**config.mk**
```make
export PLATFORM = sky130hd
export DESIGN_NAME = multi_fifo_op_if
export DESIGN_NICKNAME = d
export VERILOG_FILES = /design/src/rtl/multi_fifo_op_if.sv
export SDC_FILE = /design/constraint.sdc
export NUM_CORES = 1
export LEC_CHECK = 0
export CORE_MARGIN = 10
export CORE_UTILIZATION = 60
export CTS_BUF_LIST = sky130_fd_sc_hd__clkbuf_8
export DETAILED_ROUTE_END_ITERATION = 10
export PLACE_DENSITY = 0.8
export RECOVER_POWER = 100
export SLEW_MARGIN = 20
export SYNTH_ARGS = -nofsm -noshare
export SYNTH_HDL_FRONTEND = slang
export SYNTH_SLANG_ARGS = --single-unit
```
**constraint.sdc**
```tcl
create_clock -name CLK -period 6.9 [get_ports CLK]
set_input_delay 1.38 -clock CLK [delete_from_list [all_inputs] [get_ports CLK]]
set_output_delay 1.38 -clock CLK [all_outputs]
set_load 0.005 [all_outputs]
```
**src/rtl/multi_fifo_op_if.sv**
```systemverilog
`default_nettype none
// ============================================================================
//  Module   : multi_fifo_op_if
//  Purpose  : NUM_IN address-mapped input FIFOs feeding a combine stage that
//             pops one word from each input and pushes OR/AND/XOR/SUM of the
//             heads into a single output FIFO, read back over an en/rdy port.
//  Revision : 1.0  initial release
// ============================================================================
module multi_fifo_op_if #(
  parameter int DATA_W = 8,
  parameter int NUM_IN = 2,
  parameter int DEPTH  = 4,
  parameter int ADDR_W = 4
) (
  input  logic              CLK,
  input  logic              RST_N,
  input  logic [ADDR_W-1:0] write_address,
  input  logic [DATA_W-1:0] write_data,
  input  logic              write_en,
  output logic              write_rdy,
  input  logic [ADDR_W-1:0] read_address,
  input  logic              read_en,
  output logic [DATA_W-1:0] read_data,
  output logic              read_rdy,
  output logic [NUM_IN-1:0] in_full_n,
  output logic              y_empty_n
);

  // Pointers carry one extra wrap bit so that full and empty differ.
  localparam int AW = (DEPTH > 1) ? $clog2(DEPTH) : 1;
  localparam int PW = AW + 1;

  localparam logic [ADDR_W-1:0] c_addr_ctrl  = ADDR_W'(0);
  localparam logic [ADDR_W-1:0] c_addr_pop   = ADDR_W'(1);
  localparam logic [ADDR_W-1:0] c_addr_mode  = ADDR_W'(2);
  localparam logic [ADDR_W-1:0] c_addr_count = ADDR_W'(3);
  localparam int                c_in_base    = 4;

  logic [NUM_IN-1:0] w_in_full;
  logic [NUM_IN-1:0] w_in_empty;
  logic [NUM_IN-1:0] w_in_sel;
  logic [DATA_W-1:0] w_heads [NUM_IN];

  logic              w_write_fire;
  logic              w_write_valid;
  logic              w_combine;
  logic              w_pop_y;
  logic              w_y_full;
  logic              w_y_empty;
  logic [PW-1:0]     w_y_count;
  logic [DATA_W-1:0] w_result;
  logic [DATA_W-1:0] w_status;

  logic [1:0]        r_mode;
  logic              r_err;

  logic [DATA_W-1:0] r_y_mem [DEPTH];
  logic [PW-1:0]     r_y_wr_ptr;
  logic [PW-1:0]     r_y_rd_ptr;

  // ------------------------------------------------------------------------
  // Write-side decode and handshake
  // ------------------------------------------------------------------------
  assign write_rdy     = ~(|(w_in_sel & w_in_full));
  assign w_write_fire  = write_en & write_rdy;
  assign w_write_valid = (write_address == c_addr_ctrl) |
                         (write_address == c_addr_mode) |
                         (|w_in_sel);

  // Combine only looks at start-of-cycle flags: no bypass through a FIFO.
  assign w_combine = ~(|w_in_empty) & ~w_y_full;

  // ------------------------------------------------------------------------
  // Input FIFOs, one per address 4+i
  // ------------------------------------------------------------------------
  generate
    for (genvar gi = 0; gi < NUM_IN; gi++) begin : g_in
      localparam logic [ADDR_W-1:0] c_addr = ADDR_W'(c_in_base + gi);

      logic [DATA_W-1:0] r_mem [DEPTH];
      logic [PW-1:0]     r_wr_ptr;
      logic [PW-1:0]     r_rd_ptr;
      logic              w_push;

      assign w_in_sel[gi]   = (write_address == c_addr);
      assign w_push         = w_write_fire & w_in_sel[gi];
      assign w_in_empty[gi] = (r_wr_ptr == r_rd_ptr);
      assign w_in_full[gi]  = (r_wr_ptr[AW-1:0] == r_rd_ptr[AW-1:0]) &&
                              (r_wr_ptr[AW] != r_rd_ptr[AW]);
      assign w_heads[gi]    = r_mem[r_rd_ptr[AW-1:0]];

      // Pointer update: push from the write port, pop from the combine stage.
      always_ff @(posedge CLK or negedge RST_N) begin
        if (!RST_N) begin
          r_wr_ptr <= '0;
          r_rd_ptr <= '0;
        end else begin
          if (w_push)    r_wr_ptr <= r_wr_ptr + PW'(1);
          if (w_combine) r_rd_ptr <= r_rd_ptr + PW'(1);
        end
      end

      // Storage array; contents are don't-care while the FIFO is empty.
      always_ff @(posedge CLK) begin
        if (w_push) r_mem[r_wr_ptr[AW-1:0]] <= write_data;
      end
    end
  endgenerate

  assign in_full_n = ~w_in_full;

  // ------------------------------------------------------------------------
  // Combine function over all input heads, selected by the current mode
  // ------------------------------------------------------------------------
  // Fold the heads left to right with the operation chosen by r_mode.
  always_comb begin
    w_result = w_heads[0];
    for (int i = 1; i < NUM_IN; i++) begin
      case (r_mode)
        2'd0:    w_result = w_result | w_heads[i];
        2'd1:    w_result = w_result & w_heads[i];
        2'd2:    w_result = w_result ^ w_heads[i];
        default: w_result = w_result + w_heads[i];
      endcase
    end
  end

  // ------------------------------------------------------------------------
  // Output FIFO
  // ------------------------------------------------------------------------
  assign w_y_empty = (r_y_wr_ptr == r_y_rd_ptr);
  assign w_y_full  = (r_y_wr_ptr[AW-1:0] == r_y_rd_ptr[AW-1:0]) &&
                     (r_y_wr_ptr[AW] != r_y_rd_ptr[AW]);
  assign w_y_count = r_y_wr_ptr - r_y_rd_ptr;
  assign y_empty_n = ~w_y_empty;

  assign read_rdy = ~((read_address == c_addr_pop) & w_y_empty);
  assign w_pop_y  = read_en & read_rdy & (read_address == c_addr_pop);

  // Output pointers: combine pushes, a read of address 1 pops.
  always_ff @(posedge CLK or negedge RST_N) begin
    if (!RST_N) begin
      r_y_wr_ptr <= '0;
      r_y_rd_ptr <= '0;
    end else begin
      if (w_combine) r_y_wr_ptr <= r_y_wr_ptr + PW'(1);
      if (w_pop_y)   r_y_rd_ptr <= r_y_rd_ptr + PW'(1);
    end
  end

  // Output storage written with the combined word.
  always_ff @(posedge CLK) begin
    if (w_combine) r_y_mem[r_y_wr_ptr[AW-1:0]] <= w_result;
  end

  // ------------------------------------------------------------------------
  // Control registers: mode and sticky error
  // ------------------------------------------------------------------------
  // Mode write and error set/clear; a stalled write never reaches here.
  always_ff @(posedge CLK or negedge RST_N) begin
    if (!RST_N) begin
      r_mode <= 2'd0;
      r_err  <= 1'b0;
    end else if (w_write_fire) begin
      if (write_address == c_addr_mode) r_mode <= write_data[1:0];
      if (write_address == c_addr_ctrl) r_err  <= 1'b0;
      else if (!w_write_valid)          r_err  <= 1'b1;
    end
  end

  // ------------------------------------------------------------------------
  // Read mux
  // ------------------------------------------------------------------------
  // Status word: {0, err, y_empty_n, in_full_n}.
  always_comb begin
    w_status             = '0;
    w_status[NUM_IN-1:0] = in_full_n;
    w_status[NUM_IN]     = y_empty_n;
    w_status[NUM_IN+1]   = r_err;
  end

  // Address-selected read value, purely combinational.
  always_comb begin
    read_data = '0;
    case (read_address)
      c_addr_ctrl:  read_data = w_status;
      c_addr_pop:   read_data = r_y_mem[r_y_rd_ptr[AW-1:0]];
      c_addr_mode:  read_data[1:0] = r_mode;
      c_addr_count: read_data = DATA_W'(w_y_count);
      default:      read_data = '0;
    endcase
  end

endmodule
`default_nettype wire

```
==> impl.org <==
** Run status
- The run finished with clean final reports.

** Cells and area
- Fill cells in the final layout number 635.
- Of the cells placed in the final design, the portion with a size suffix greater than 1 is 14.7%.
- Area growth from synthesis to final layout :: 12.9%
- Register cell area after layout :: 0.00341 mm²
- Area of the multi-input gates :: 0.00205 mm²
- Layout net count :: 456
- The repair_antennas step left the layout with diodes totalling 0.
- With fillers left out, the area of the finished cells amounts to 0.00649 mm².

** Yosys
- The top cell type by area accounts for 50.2% of the synthesized area.
- Post-Syn Instances :: 360
- Number of unique standard cell types used by synthesis :: 55
- Yosys printed 0 warnings.
- Synth async-reset ratio :: 17.9%
- The synthesized netlist occupies a cell area of 0.00575 mm².
- Summing the sequential cell areas from Yosys gives 59.3% of the chip area.
- The average instance in the mapped netlist occupies 16.0 µm².
- Yosys attributes the largest share of cell area to edfxtp_1 50%, dfrtp_1 9.1%, mux4_2 8.2%.
- Synthesized netlist net count :: 415
- Among all flip-flop cells after synthesis, the most frequent one is edfxtp_1.
- In this run, synthesis produced a sequential element count of 117.
- Dominant cell type by area after synthesis :: edfxtp_1
- In this run, synthesis inferred 96 flip-flops with an integrated enable.

** Clock tree
- Clock input transition at the sequential cells of the worst setup and hold paths :: 0.08 ns
- Number of buffers added to fix hold violations after cts :: 0
- Clock tree synthesis inserted a total of 17 buffers.
- Clock H-tree levels :: 4
- TritonCTS built the clock tree.
- Post-CTS timing repair inserted 0 buffers for setup.
- Clock latency on the worst-skew pair, taken at its later pin, is 0.44 ns.
- The number of gates resized after CTS was 0.
- Counting every sink on the clock net gives 117.
- The clock passes through at most 2 buffers.
- Clk root buf :: clkbuf_8

** Detailed routing
- Antenna-violating nets left :: 0
- After detailed routing, the total wire length is 9950 µm.
- First-pass iteration count of the detailed router :: 4
- Dividing the detail-routed wire length by the instance count gives 18.3 µm.
- For this block, the initial DRC count from the detailed router was 97.
- Using the TritonRoute via totals, the vias-per-cell ratio works out to 5.64.
- The routed layout has 3064 vias.
- For this run, design rule violations remaining after detail routing come to 0.

** Critical path
- Following the worst setup path forward leads to its endpoint at read_rdy.
- Top cell by count, worst path :: dlygate4sd3_1
- WS Path Type :: primary input to primary output
- For this run, the slowest stage of the critical path takes 0.73 ns.
- Cell-by-cell trace of the critical path :: dlygate4sd3_1 -> or2_0 -> nor3b_1 -> nand3_1 -> dlygate4sd3_1
- Slowest cell on the critical path :: nor3b_1
- Reg-to-reg startpoint :: g_in[1].r_rd_ptr[0]$_DFFE_PN0N_
- Setup slack of the worst register-to-register path :: 3.67 ns
- Required time reported for the critical path endpoint :: 5.52 ns
- The endpoint identified for the worst register-to-register timing path is r_y_mem[3][7]$_DFFE_PP_.
- The worst register-to-register path has a depth of 7.
- STA classifies the critical path endpoint as a primary output.
- Arrival time at the worst endpoint :: 3.76 ns
- Timing startpoint of the critical path :: read_address[3]
- Max FO, Critical Path :: 7
- Startpoint type of the worst setup path :: primary input

** Die
- The die is 118 µm tall.
- For this configuration, the core starts out at a cell density of 61.9%.
- The floorplan has 35 rows.
- The region available for standard cell placement spans 0.00928 mm².
- In this run the count of I/O pins placed on the die edge is 33.
- The die is 118 µm wide.
- The die covers 0.0139 mm².

** GRT
- First-pass GRT wire length :: 16900 µm
- Maximum number of pins on one net before global-route repair :: 22
- The number of global-route vias before repair was 3329.
- The number of antenna violations at the first check in global routing came to 0.
- The total overflow left after global routing is 0.
- Total routing resource utilization after global routing :: 15.3%

** STA
- The tightest hold path in the finished design has a slack of 0.491 ns.
- Setup Viol. Count Final :: 0
- The worst path meets setup with 1.76 ns of slack.
- The worst path needs 5.14 ns of the cycle, external delays included.
- The max-slew violation count is 0.
- At the pin with the least slew margin, the transition time is 0.975 ns.
- Count of endpoints failing hold in the final timing report :: 0
- Max frequency :: 194 MHz
- In the final timing run, aggregate negative setup slack is 0 ns.
- In this run the tightest slew margin relative to its limit is 34.8%.
- Share of the clock period used by the worst path :: 74.6%
- Setup repair after global routing left no endpoint under its margin.
- Clock skew :: 0.0127 ns

** Worst hold path
- Worst min-delay path category :: flip-flop to flip-flop

** Placement
- The HPWL after detailed placement is 7240 µm.
- Post-place setup slack :: 2.23 ns
- Routability-driven placement finished with a final weighted congestion of 0.807.
- Placed standard-cell area :: 0.00616 mm²
- Number of I/O port buffers :: 32

** Pwr
- IR analysis of the VDD net gives a maximum drop of 0.199 mV.
- Power spread over the standard cell area amounts to 447 mW/mm².
- Summed over all cells, the static leakage comes to 2.43 nW.

** Job
- Max-cap violations in this run came to 0.
==> critical path, delay by kind of cell <==
family / cells / cell delay, ns
and+or+nand+nor: 3 / 1.24
buffers and inverters: 2 / 1.14
==> cell usage after synthesis (2+ instances only) <==
| cell | n |
|---|---|
| edfxtp_1 | 96 |
| inv_1 | 37 |
| ha_1 | 33 |
| dfrtp_1 | 21 |
| mux4_2 | 21 |
| xnor2_1 | 14 |
| nand2_1 | 11 |
| a21oi_1 | 10 |
| nor2_1 | 10 |
| and2_1 | 8 |
| mux4_1 | 8 |
| o21ai_0 | 8 |
| nand3_1 | 7 |
| xor2_1 | 7 |
| and3_1 | 5 |
| clkbuf_1 | 5 |
| buf_6 | 4 |
| mux2_2 | 4 |
| nor2b_1 | 4 |
| a211oi_1 | 3 |
| mux2_4 | 3 |
| a21o_1 | 2 |
| a31oi_1 | 2 |
| fa_1 | 2 |
| mux2i_1 | 2 |
| nor2b_4 | 2 |
| o211ai_1 | 2 |
| or3_1 | 2 |
==> where the power goes <==
| group | switching, mW | leakage [nW] | internal (mW) |
|---|---|---|---|
| Combinational | 0.582 | 1.10 | 0.527 |
| Clock | 0.346 | 0.211 | 0.281 |
| Sequential | 0.163 | 1.12 | 1.00 |
| Total | 1.09 | 2.43 | 1.81 |
==> cells by family (layout without fill, tap and decap cells) <==
kind of cell,count (synthesis),in the layout,synth area share [%]
XOR/XNOR,23,23,3.96
buffers and inverters,47,101,3.61
adder cells (fa/ha/maj),35,35,7.88
AND/OR/NAND/NOR,61,61,6.27
multiplexers,38,38,13.8
flip-flops,117,117,59.3
AO/OA/AOI/OAI,39,39,5.18
==> sequential cells by signal, summed over array words and instances (netlist names) <==
| register | flops |
|---|---|
| r_y_wr_ptr | 3 |
| r_err | 1 |
| g_in.r_wr_ptr | 6 |
| g_in.r_mem | 64 |
| r_mode | 2 |
| r_y_mem | 32 |
| g_in.r_rd_ptr | 6 |
| r_y_rd_ptr | 3 |
==> how the worst min path moves through the flow <==
stage	from	endpoint	slack [ns]	cells after the start
final	g_in[1].r_rd_ptr[2]$_DFFE_PN0N_	g_in[1].r_rd_ptr[2]$_DFFE_PN0N_	0.49	1
after CTS	g_in[1].r_rd_ptr[2]$_DFFE_PN0N_	g_in[1].r_rd_ptr[2]$_DFFE_PN0N_	0.50	1
after detailed placement	g_in[1].r_rd_ptr[2]$_DFFE_PN0N_	g_in[1].r_rd_ptr[2]$_DFFE_PN0N_	0.48	1
after floorplan	g_in[1].r_wr_ptr[2]$_DFFE_PN0P_	g_in[1].r_wr_ptr[2]$_DFFE_PN0P_	0.46	1
after global placement	g_in[1].r_rd_ptr[2]$_DFFE_PN0N_	g_in[1].r_rd_ptr[2]$_DFFE_PN0N_	0.48	1
after global routing	g_in[1].r_rd_ptr[2]$_DFFE_PN0N_	g_in[1].r_rd_ptr[2]$_DFFE_PN0N_	0.53	1
==> metal layers <==
metal  track usage, %  up-vias  share of wire [%]
li1                 -     1455                  -
met1             17.6     1542                 44
met2             26.2       65                 51
met3             5.90        2                4.5
met4             3.79        0               0.39
met5                0        -                  0
==> per-stage QoR <==
step / power, mW / util, % / std cells
after detailed placement: 2.39 / 66.4 / 511
after floorplan: 2.09 / - / 360
after global placement: 2.32 / 66.4 / 511
after global routing: 3.11 / 69.9 / 543
after CTS: 3.02 / 70.8 / 543
final: 2.90 / 69.9 / 543
==> cells in the final DEF (no fill, tap or decap), drive strengths merged, types with 2 or more instances in the layout <==
cell type,n
a211oi,3
a21o,2
a21oi,10
a31oi,2
and2,9
and3,5
clkbuf,17
clkdlybuf4s50,12
clkinv,4
dfrtp,21
dlygate4sd3,20
edfxtp,96
fa,2
ha,33
inv,48
mux2,7
mux2i,2
mux4,29
nand2,12
nand3,8
nor2,11
nor2b,6
o211ai,2
o21ai,8
or3,2
xnor2,16
xor2,7
==> area by class of cell <==
cell class,instances,area share (%)
Clock buffer,17,3.61
Clock inverter,15,2.72
Inverter,37,2.14
Multi-Input combinational cell,196,31.6
Sequential cell,117,52.5
Tap cell,129,2.49
Timing Repair Buffer,32,4.94
Note: power is estimated with default switching activity, not from simulation.
